===== src/rtl/profile_ci_pkg.sv =====
// Shared constants for the profiling custom instruction: counter geometry
// and the field layout of the CI write operand (valueB).
package profile_ci_pkg;

  localparam int CNT_W     = 32;
  localparam int NUM_CNT   = 4;
  localparam int CNT_SEL_W = $clog2(NUM_CNT);

  // valueB mask fields, bit i of each field addresses counter i
  localparam int EN_LSB  = 0;
  localparam int DIS_LSB = 4;
  localparam int CLR_LSB = 8;

endpackage


===== src/rtl/profile_ci_if.sv =====
// CPU custom-instruction bus as seen by the profiling unit.
interface profile_ci_if;
  import profile_ci_pkg::*;

  logic             start;
  logic [7:0]       ciN;
  logic [31:0]      valueA;
  logic [31:0]      valueB;
  logic             done;
  logic [CNT_W-1:0] result;

  modport master (output start, ciN, valueA, valueB, input done, result);
  modport slave  (input start, ciN, valueA, valueB, output done, result);

endinterface


===== src/rtl/profile_counter.sv =====
// One profiling channel: enable flop plus a wrapping 32-bit event counter.
module profile_counter
  import profile_ci_pkg::*;
(
  input  logic             clock,
  input  logic             reset,
  input  logic             enable,
  input  logic             disable_req,
  input  logic             count_cond,
  input  logic             clear,
  output logic [CNT_W-1:0] value
);

  logic             en_q;
  logic [CNT_W-1:0] cnt_q;

  // Counting uses the pre-edge en_q, so enable/disable land one edge late.
  always_ff @(posedge clock) begin
    if (reset) begin
      en_q  <= 1'b0;
      cnt_q <= '0;
    end else begin
      if (disable_req)  en_q <= 1'b0;
      else if (enable)  en_q <= 1'b1;

      if (clear)                     cnt_q <= '0;
      else if (en_q && count_cond)   cnt_q <= cnt_q + CNT_W'(1);
    end
  end

  assign value = cnt_q;

endmodule


===== src/rtl/profile_ci.sv =====
// Profiling custom instruction: four event counters controlled and read
// through a single-cycle combinational CI access.
module profile_ci
  import profile_ci_pkg::*;
#(
  parameter logic [7:0] customId = 8'h00
) (
  input  logic         clock,
  input  logic         reset,
  input  logic         stall,
  input  logic         busIdle,
  profile_ci_if.slave  ci
);

  logic                             sel;
  logic [NUM_CNT-1:0]               cond;
  logic [NUM_CNT-1:0][CNT_W-1:0]    cnt;
  logic [CNT_SEL_W-1:0]             rd_idx;

  assign sel    = ci.start && (ci.ciN == customId);
  assign rd_idx = ci.valueA[CNT_SEL_W-1:0];

  // Channel events: executing, stalled, bus idle, every cycle.
  assign cond = {1'b1, busIdle, stall, ~stall};

  for (genvar i = 0; i < NUM_CNT; i++) begin : g_cnt
    profile_counter u_cnt (
      .clock       (clock),
      .reset       (reset),
      .enable      (sel & ci.valueB[EN_LSB+i]),
      .disable_req (sel & ci.valueB[DIS_LSB+i]),
      .count_cond  (cond[i]),
      .clear       (sel & ci.valueB[CLR_LSB+i]),
      .value       (cnt[i])
    );
  end

  assign ci.done = sel;

  always_comb begin
    ci.result = '0;
    if (sel) ci.result = cnt[rd_idx];
  end

  logic unused_bits;
  assign unused_bits = ^{ci.valueA[31:CNT_SEL_W], ci.valueB[31:CLR_LSB+NUM_CNT]};

endmodule


===== src/flat_wrapper.sv =====
// flat-port wrapper written by rule: the top's interface ports become plain ports
module profile_ci_flat import profile_ci_pkg::*;
#(
  parameter logic [7:0] customId = 8'h00
)
  (clock, reset, stall, busIdle, ci_start, ci_ciN, ci_valueA, ci_valueB, ci_done, ci_result);
  profile_ci_if ci_i ();
  input  logic clock;
  input  logic reset;
  input  logic stall;
  input  logic busIdle;
  input wire logic [$bits(ci_i.start)-1:0] ci_start;
  input wire logic [$bits(ci_i.ciN)-1:0] ci_ciN;
  input wire logic [$bits(ci_i.valueA)-1:0] ci_valueA;
  input wire logic [$bits(ci_i.valueB)-1:0] ci_valueB;
  output wire logic [$bits(ci_i.done)-1:0] ci_done;
  output wire logic [$bits(ci_i.result)-1:0] ci_result;
  assign ci_i.start = ci_start;
  assign ci_i.ciN = ci_ciN;
  assign ci_i.valueA = ci_valueA;
  assign ci_i.valueB = ci_valueB;
  assign ci_done = ci_i.done;
  assign ci_result = ci_i.result;
  profile_ci #(.customId(customId)) u_core (.clock(clock), .reset(reset), .stall(stall), .busIdle(busIdle), .ci(ci_i));
endmodule

===== config.mk =====
export PLATFORM = sky130hd
export DESIGN_NAME = profile_ci_flat
export DESIGN_NICKNAME = d
export VERILOG_FILES = /design/src/rtl/profile_ci_pkg.sv /design/src/rtl/profile_ci_if.sv /design/src/rtl/profile_counter.sv /design/src/rtl/profile_ci.sv /design/src/flat_wrapper.sv
export SDC_FILE = /design/constraint.sdc
export NUM_CORES = 1
export LEC_CHECK = 0
export ABC_CLOCK_PERIOD_IN_PS = 1700
export CELL_PAD_IN_SITES_DETAIL_PLACEMENT = 1
export CELL_PAD_IN_SITES_GLOBAL_PLACEMENT = 2
export CORE_AREA = 8 8 168 170
export DETAILED_ROUTE_END_ITERATION = 16
export DIE_AREA = 0 0 176 178
export PLACE_DENSITY_LB_ADDON = 0.1
export SYNTH_ARGS = -nofsm -noshare
export SYNTH_HDL_FRONTEND = slang
export SYNTH_HIERARCHICAL = 1
export SYNTH_SLANG_ARGS = --single-unit

===== constraint.sdc =====
create_clock -name clock -period 1.7 [get_ports clock]
set_clock_uncertainty 0.05 [all_clocks]
set_input_delay 0.17 -clock clock [delete_from_list [all_inputs] [get_ports clock]]
set_output_delay 0.17 -clock clock [all_outputs]
set_load 0.03 [all_outputs]

==> results of run 1 <==
-- cell usage after synthesis, types with 2 or more instances --
cell type / instances
buf_2: 7
buf_6: 12
or4_1: 52
xor2_1: 20
or4_4: 4
ha_1: 4
and3_1: 5
mux4_2: 30
and2_1: 8
nand3_1: 36
nand2_1: 56
or2_2: 16
or3_1: 32
a21oi_1: 88
clkbuf_1: 36
and4_1: 64
mux4_1: 2
nor3_1: 12
nor2_1: 41
o21ai_0: 28
o31a_1: 4
xnor2_1: 12
dfxtp_1: 132
nand4_1: 32
o31ai_1: 52
nand3_2: 4
mux2i_1: 4
o21a_1: 4
nor4_1: 8
inv_1: 25
or4b_1: 4
-- per-layer routing --
layer | up-vias | GRT usage (%)
met2 | 141 | 35.7
met5 | - | 0
met3 | 69 | 3.41
met1 | 4311 | 25.8
met4 | 2 | 8.87
li1 | 3991 | -
-- logic make-up (layout without fill, tap and decap cells) --
logic type,count (synthesis),after routing,share of synthesized area [%]
DFF,132,132,35.1
buffers and inverters,80,439,5.30
adders and majority gates,4,4,0.665
other,1,5,0.0498
muxes,36,36,10.2
xor gates and xnor gates,32,32,3.72
and+or+nand+nor,376,383,31.2
AOI/OAI and AO/OA,176,176,13.8
-- placed cells by master (no fill, tap or decap), types with 12 or more instances in the layout --
cell type and instances:
buf_4 176, nand4_1 32, a21oi_2 52, nand2_1 53, dfxtp_4 22, nor2_1 40
o31ai_1 31, clkbuf_16 18, o31ai_2 17, clkdlybuf4s50_1 18, or3_1 17, or3_4 15
o21ai_0 26, and4_1 46, dfxtp_2 104, nor3_1 12, and4_4 18, buf_12 19
xor2_1 20, nand3_1 32, a21oi_1 36, or4_4 38, mux4_2 32, or4_1 25
buf_6 148, inv_1 24
-- what timing repair did --
action,in CTS,in global routing
cloned,8,5
gates resized for setup,303,174
pin swaps,69,62
buffers inserted,78,51
endpoints found under the setup margin,117,121
endpoints found under the hold margin,0,0
-- state kept, by name (all words and copies together) (netlist names) --
register                  count
u_core/g_cnt.u_cnt/en_q       4
u_core/g_cnt.u_cnt/value    128
-- path summary, 6_finish.rpt --
path                                   startpoint  cells past startpoint  slack (ps)                              end
setup reg to reg   u_core/g_cnt[2].u_cnt/value[3]                      4        -320  u_core/g_cnt[2].u_cnt/value[21]
hold reg to reg   u_core/g_cnt[3].u_cnt/value[29]                      2         440  u_core/g_cnt[3].u_cnt/value[29]
setup / recovery   u_core/g_cnt[2].u_cnt/value[3]                      4        -320  u_core/g_cnt[2].u_cnt/value[21]
hold / removal                       ci_valueB[3]                      4         390       u_core/g_cnt[3].u_cnt/en_q
-- worst register-to-register path: cells and delay by family, from the launching register on --
kind,cells,cell delay (ps)
flip-flops,1,340
AND/OR/NAND/NOR,3,1380
AO/OA/AOI/OAI,1,170
-- layout make-up --
| type | count | area (µm²) |
|---|---|---|
| fillers | 2771 | 12300 |
| multi-input cells | 636 | 5410 |
| repair buffers | 382 | 3840 |
| flip-flops and latches | 132 | 2860 |
| clock buffers | 20 | 457 |
| well taps | 335 | 419 |
| clock inverters | 12 | 201 |
| inverters | 25 | 93.8 |
-- power by group through the flow --
stage / combinational (mW) / clock [mW] / sequential, mW
after floorplan: 0.143 / 0 / 3.16
after global placement: 0.336 / 0 / 3.16
after detailed placement: 0.344 / 0 / 3.16
after CTS: 0.376 / 4.27 / 3.07
after global routing: 0.408 / 4.39 / 3.05
final: 0.386 / 4.20 / 3.06
-- metrics by stage --
| step | power, mW | setup WS, ps | cell area (µm²) | setup TNS, ps | std cells |
|---|---|---|---|---|---|
| floorplan | 3.30 | -127 | 7690 | -1320 | 841 |
| global route | 7.85 | -379 | 13300 | -25390 | 1542 |
| global placement | 3.50 | -561 | 9970 | -45490 | 1378 |
| CTS | 7.72 | -247 | 12300 | -17970 | 1496 |
| detailed placement | 3.50 | -589 | 9970 | -50950 | 1378 |
| finish | 7.64 | -318 | 13300 | -19690 | 1542 |
==> flow_summary.yaml, run 1 <==
worst_setup_path:
  crit_chain: "nand4_1 > or4_4 > or4_1 > a21oi_2"
  cp-start-kind: "register"
  path_buf_inv: 0
  end_kind: "register"
  critPathTopFamily: "simple AND/OR/NAND/NOR gates"
  critPathKind: "reg -> reg"
  cp.required_ps: 2000
  crit_fanout: 8
  critical_path.slowest_cell: "or4_4"
  arrival_ps: 2310
  max_stage_delay_ps: 670
routing:
  post-route-drc-count: 0
  wl_met2_um: 17700
  drt_wl_total_um: 35200
  avgRoutedWirePerCell_um: 22.8
  top_layer: "met5"
  ant_nets: 0
  drtIter0Drc: 447
  dr_wl_met3_um: 883
  avgViaCountPerCell: 5.52
  via_count: 8514
  drtPass1Iterations: 4
  wl_met1_um: 15400
layout:
  area_growth_pct: 76.5
  nets: 1275
  drive_above_1_share_pct: 61.0
  antenna_cells: 0
  fin_util_pct: 51.8
yosys:
  syn_area_per_cell_um2: 8.99
  synth_edf_count: 0
  yosys_warnings: 6
  synthArstFlopShare_pct: 0
  yosysTopAreaCell: "dfxtp_1"
  ys_dominant_reg_cell: "dfxtp_1"
  netlist_area_um2: 7530
  synth-seq-area-share_pct: 35.1
  postSynthCellCount: 837
  synth_top_area_share_pct: 35.1
  synth_seq_cells: 132
  synthTopCellsByArea: "dfxtp_1 (35%), mux4_2 (9.0%), and4_1 (7.4%)"
  synth_cell_types: 34
sta:
  grt_setup_unrepaired: "true"
  setup_ws_ps: -318
  timing.hold.ws_ps: 391
  fin_crit_ps: 2020
  slew_viol_final: 0
  hold_viol_final: 0
  fmax_mhz: 496
  finalSetupViolations: 112
  min_period_over_period_pct: 119
power_and_ir_drop:
  peakVddDrop_v: 0.000587
  p_sw_mw: 1.71
  p_int_mw: 5.93
  swShare_pct: 22.3
  p_leak_nw: 4.87
  clkPwrFrac_pct: 54.9
  p_comb_share_pct: 5.1
  power_density_nw_per_um2: 575
  seq_power_share_pct: 40.0
global_route:
  grt_pass1_vias: 8945
  grt_antenna_before_repair: 1
  grt_max_degree: 23
  grtUsageTotal_pct: 20.9
  grt_pass1_wl_um: 50700
  grt-ovfl-total: 0
hold_path:
  hold_class: "in -> reg"
clock_network:
  h-tree-depth: 4
  cts_buffers: 17
  cts_sinks: 132
  clk_latency_ps: 420
  clockRootBuffer: "clkbuf_16"
  cts_buffer_depth: 2
  clk_pin_slew_ps: 60
  hold_buffers: 0
  cts_tree: "yes"
floorplan:
  die-area_um2: 31300
  core_um2: 25600
  die_h_um: 178
  num_rows: 59
  io_pins: 110
  die_x_um: 176
  start_util_pct: 29.4
run_status:
  violations: "setup timing"
  outcome: "finished, violations left"
job:
  maxCapViolCount: 0
place:
  gp_congestion: 0.859
  port_buffers: 59
  hpwl_um: 21600
Note: power is estimated with default switching activity, not from simulation.
==> run 2: changes to the inputs <==
PLACE_DENSITY = 0.82   (was default)
PLACE_DENSITY_LB_ADDON = default   (was 0.1)
==> flow_summary.yaml, run 2 (synthesis results as in run 1) <==
place:
  dp_cells: 1376
  hpwl_um: 19900
  gp_congestion: 0.822
  port_buffers: 59
floorplan:
  io_pins: 110
  die-area_um2: 31300
  die_x_um: 176
  die_h_um: 178
  core_um2: 25600
  num_rows: 59
  start_util_pct: 29.4
power_and_ir_drop:
  total_power_mw: 7.20
  peakVddDrop_v: 0.000482
  p_leak_nw: 4.80
  power_density_nw_per_um2: 548
sta:
  finalSetupViolations: 121
  min_period_over_period_pct: 131
  fin_crit_ps: 2230
  hold_viol_final: 0
  timing.hold.ws_ps: 322
  slew_viol_final: 0
  fmax_mhz: 449
  grt_setup_unrepaired: "true"
  setup_ws_ps: -527
routing:
  wl_met1_um: 16100
  avgRoutedWirePerCell_um: 28.5
  drt_wl_total_um: 44100
  drtPass1Iterations: 6
  via_count: 9525
  avgViaCountPerCell: 6.15
  top_layer: "met4"
  wl_met2_um: 22000
  dr_wl_met3_um: 2800
  post-route-drc-count: 0
  drtIter0Drc: 1027
  ant_nets: 0
hold_path:
  hold_class: "in -> reg"
clock_network:
  cts_tree: "yes"
  cts_buffer_depth: 2
  cts_buffers: 17
  hold_buffers: 0
  clockRootBuffer: "clkbuf_16"
  clk_latency_ps: 430
  h-tree-depth: 4
  cts_sinks: 132
  clk_pin_slew_ps: 70
layout:
  largest_reg_flops: 128
  layout_commonest_cell: "buf_4"
  fin_util_pct: 51.3
  antenna_cells: 0
  drive_above_1_share_pct: 60.7
  nets: 1281
  area_growth_pct: 74.6
  instances_no_fill: 1548
  final_cell_mix: "buf_4 (190), buf_6 (142), dfxtp_2 (105)"
worst_setup_path:
  critical_path.slowest_cell: "or4_4"
  crit_chain: "nand4_1 > buf_4 > or4_4 > buf_6 > nor4_1 > o21a_1"
  critPathTopFamily: "simple AND/OR/NAND/NOR gates"
  r2r_slack_ps: -530
  cp-start-kind: "register"
  max_stage_delay_ps: 580
  arrival_ps: 2550
  cp.required_ps: 2020
  critPathKind: "reg -> reg"
  crit_fanout: 8
  path_buf_inv: 2
  end_kind: "register"
run_status:
  outcome: "finished, violations left"
  violations: "setup timing"
global_route:
  grt_antenna_before_repair: 0
  grtUsageTotal_pct: 22.1
  grt_pass1_vias: 9169
  grt-ovfl-total: 0
  grt_pass1_wl_um: 54000
  grt_max_degree: 23
job:
  maxCapViolCount: 0
-- run 2: changes by cell type in the layout (fill, tap and decap cells not counted), sizes merged --
cell	previous run	this run
buf	355	363
dlymetal6s2s	1	3
clkbuf	21	20
dlygate4sd2	6	5
bufinv	5	1
inv	26	25
or4	63	62
clkdlybuf4s50	18	17
clkinvlp	2	7
-- run 2: final timing paths --
check / start / end / depth (start not counted)
worst max-delay path: u_core/g_cnt[3].u_cnt/value[5] / u_core/g_cnt[3].u_cnt/value[31] / 6
worst min register to register: u_core/g_cnt[2].u_cnt/value[1] / u_core/g_cnt[2].u_cnt/value[1] / 2
worst min-delay path: stall / u_core/g_cnt[1].u_cnt/value[1] / 3
worst max register to register: u_core/g_cnt[3].u_cnt/value[5] / u_core/g_cnt[3].u_cnt/value[31] / 6
-- run 2: cell type report --
type,count,area (µm²)
sequential,132,2850
timing repair buffer,389,3870
inverter,25,93.8
clock inverter,12,106
fill,2754,12500
tap,335,419
clock buffer,20,467
multi-input combinational,635,5330
-- run 2: where the power goes --
part / internal (mW) / switching, mW
Clock: 2.12 / 1.62
Sequential: 3.06 / 0.000245
Combinational: 0.187 / 0.215
Total: 5.37 / 1.83
-- run 2: routing by layer --
metal,vias up,track usage (%)
met5,-,0
met4,0,10.7
met3,217,3.05
met2,550,39.4
met1,4771,25.8
li1,3987,-
-- run 2: worst reg2reg max path: stages, from the launching register on --
cell and delay (ps):
dfxtp_2 370, nand4_1 240, buf_4 240, or4_4 580
buf_6 170, nor4_1 330, o21a_1 190
-- run 2: metrics by stage --
| step | cell area [µm²] | setup TNS (ps) | setup slack, ps |
|---|---|---|---|
| 2_1_floorplan | 7690 | -1320 | -127 |
| 3_3_place_gp | 9970 | -48230 | -606 |
| 3_5_place_dp | 9970 | -53970 | -676 |
| 4_1_cts | 12300 | -17200 | -237 |
| 5_1_grt | 13100 | -30390 | -542 |
| 6_report | 13100 | -27820 | -527 |
-- run 2: what timing repair did --
item / 4_1_cts / 5_1_grt
gates cloned: 9 / 2
buffers inserted: 97 / 40
pin swaps: 84 / 52
hold endpoints to repair: 0 / 0
gates resized for setup: 289 / 162
endpoints found under the setup margin: 115 / 124
==> run 3: changes to the inputs <==
REMOVE_ABC_BUFFERS = 1   (was default)
==> flow_summary.yaml, run 3 (synthesis results as in run 1) <==
run_status:
  outcome: "finished, violations left"
  violations: "setup timing"
clock_network:
  clockRootBuffer: "clkbuf_16"
  hold_buffers: 0
  clk_pin_slew_ps: 70
  cts_buffers: 17
  cts_tree: "yes"
  clk_latency_ps: 440
  cts_buffer_depth: 2
  cts_sinks: 132
  h-tree-depth: 4
power_and_ir_drop:
  total_power_mw: 7.53
  peakVddDrop_v: 0.000569
  power_density_nw_per_um2: 560
  p_leak_nw: 5.00
layout:
  area_growth_pct: 78.7
  final_cell_mix: "buf_4 (213), buf_6 (145), dfxtp_2 (100)"
  largest_reg_flops: 128
  register_area_um2: 2850
  multi_input_area_um2: 5330
  finalInstanceArea_um2: 13400
  instances_no_fill: 1573
  drive_above_1_share_pct: 61.5
  layout_commonest_cell: "buf_4"
  antenna_cells: 0
  nets: 1306
  fill_cells: 2738
place:
  dp_cells: 1394
  gp_congestion: 0.814
  port_buffers: 59
  place_area_um2: 9990
  hpwl_um: 19500
global_route:
  grt_antenna_before_repair: 2
  grt_max_degree: 23
  grt_pass1_wl_um: 54200
  grtUsageTotal_pct: 22.1
  grt-ovfl-total: 0
  grt_pass1_vias: 9450
worst_setup_path:
  cp-start-kind: "register"
  r2r_slack_ps: -560
  crit_fanout: 8
  r2r_cells: 5
  critPathKind: "reg -> reg"
  cp.required_ps: 2010
  end_kind: "register"
  r2r-start: "u_core/g_cnt[1].u_cnt/value[9]"
  arrival_ps: 2570
  rr_endpoint: "u_core/g_cnt[1].u_cnt/value[29]"
hold_path:
  hold_end: "u_core/g_cnt[2].u_cnt/en_q"
  min-delay-start: "ci_valueB[6]"
  hold_depth: 3
  hold_class: "in -> reg"
routing:
  top_layer: "met5"
  dr_wl_met3_um: 2920
  wl_met2_um: 21800
  ant_nets: 0
  wl_met1_um: 16200
  post-route-drc-count: 0
  drt_wl_total_um: 44700
  avgRoutedWirePerCell_um: 28.4
  drtPass1Iterations: 5
  via_count: 9630
  avgViaCountPerCell: 6.12
  drtIter0Drc: 724
floorplan:
  num_rows: 59
  die-area_um2: 31300
  die_h_um: 178
  die_x_um: 176
  core_um2: 25600
  start_util_pct: 29.4
  io_pins: 110
sta:
  slew_viol_final: 0
  max_slew_margin_pct: 48.5
  tightest_slew_ps: 766
  finalSetupViolations: 120
  tns_ps: -30370
  min_period_over_period_pct: 133
  fin_crit_ps: 2260
  grt_setup_unrepaired: "true"
  hold_viol_final: 0
  fmax_mhz: 443
  setup_ws_ps: -557
job:
  maxCapViolCount: 0
==> run 3: cell types whose count changed in the layout (fill, tap and decap cells not counted), sizes merged, moves of 2 or more <==
cell / delta
buf: +28
clkinvlp: -5
or4: -3
bufinv: +2
clkbuf: +2
dlymetal6s2s: -2
==> run 3: metrics by stage <==
step	util [%]	hold slack, ps	setup WS (ps)
2_1_floorplan	-	197	-350
3_3_place_gp	39.0	432	-555
3_5_place_dp	39.0	444	-592
4_1_cts	48.6	383	-287
5_1_grt	52.5	401	-596
6_report	52.5	373	-557
==> run 3: layout make-up <==
cell class | count | area share (%)
timing repair buffer | 417 | 30.7
inverter | 25 | 0.698
tap | 335 | 3.12
multi-input combinational | 632 | 39.7
sequential | 132 | 21.2
clock inverter | 11 | 1.12
clock buffer | 21 | 3.50
==> run 3: power by group <==
group	internal, mW	switching [mW]	leakage [nW]	total, mW
clock network	2.43	1.63	0.300	4.06
logic	0.192	0.223	3.57	0.415
registers	3.06	0.000244	1.13	3.06
==> run 3: worst max-delay path by stage <==
| stage | slack (ps) | cells after the start | to | from |
|---|---|---|---|---|
| 6_report | -560 | 5 | u_core/g_cnt[1].u_cnt/value[29] | u_core/g_cnt[1].u_cnt/value[9] |
| 5_1_grt | -600 | 5 | u_core/g_cnt[1].u_cnt/value[29] | u_core/g_cnt[1].u_cnt/value[9] |
| 4_1_cts | -290 | 5 | u_core/g_cnt[0].u_cnt/value[15] | u_core/g_cnt[0].u_cnt/value[6] |
| 3_5_place_dp | -590 | 6 | u_core/g_cnt[0].u_cnt/value[27] | stall |
| 3_3_place_gp | -550 | 6 | u_core/g_cnt[0].u_cnt/value[29] | stall |
| 2_1_floorplan | -350 | 4 | u_core/g_cnt[0].u_cnt/value[0] | ci_ciN[4] |
==> run 3: timing repair <==
item,in CTS,in global routing
endpoints found under the setup margin,118,142
gates cloned,8,3
pin swaps,101,68
gates resized for setup,346,167
buffers inserted,98,45
==> run 3: critical path: stages, from the launching register on <==
cell     delay (ps)
dfxtp_2         370
nand4_1         320
or4_4           580
buf_8           170
or4_1           530
a21oi_1         160
==> run 3: routing by layer <==
layer	vias to the layer above	GRT usage (%)
met5	-	0
met4	4	12.4
met3	228	2.84
met2	569	39.4
met1	4801	25.2
li1	4028	-
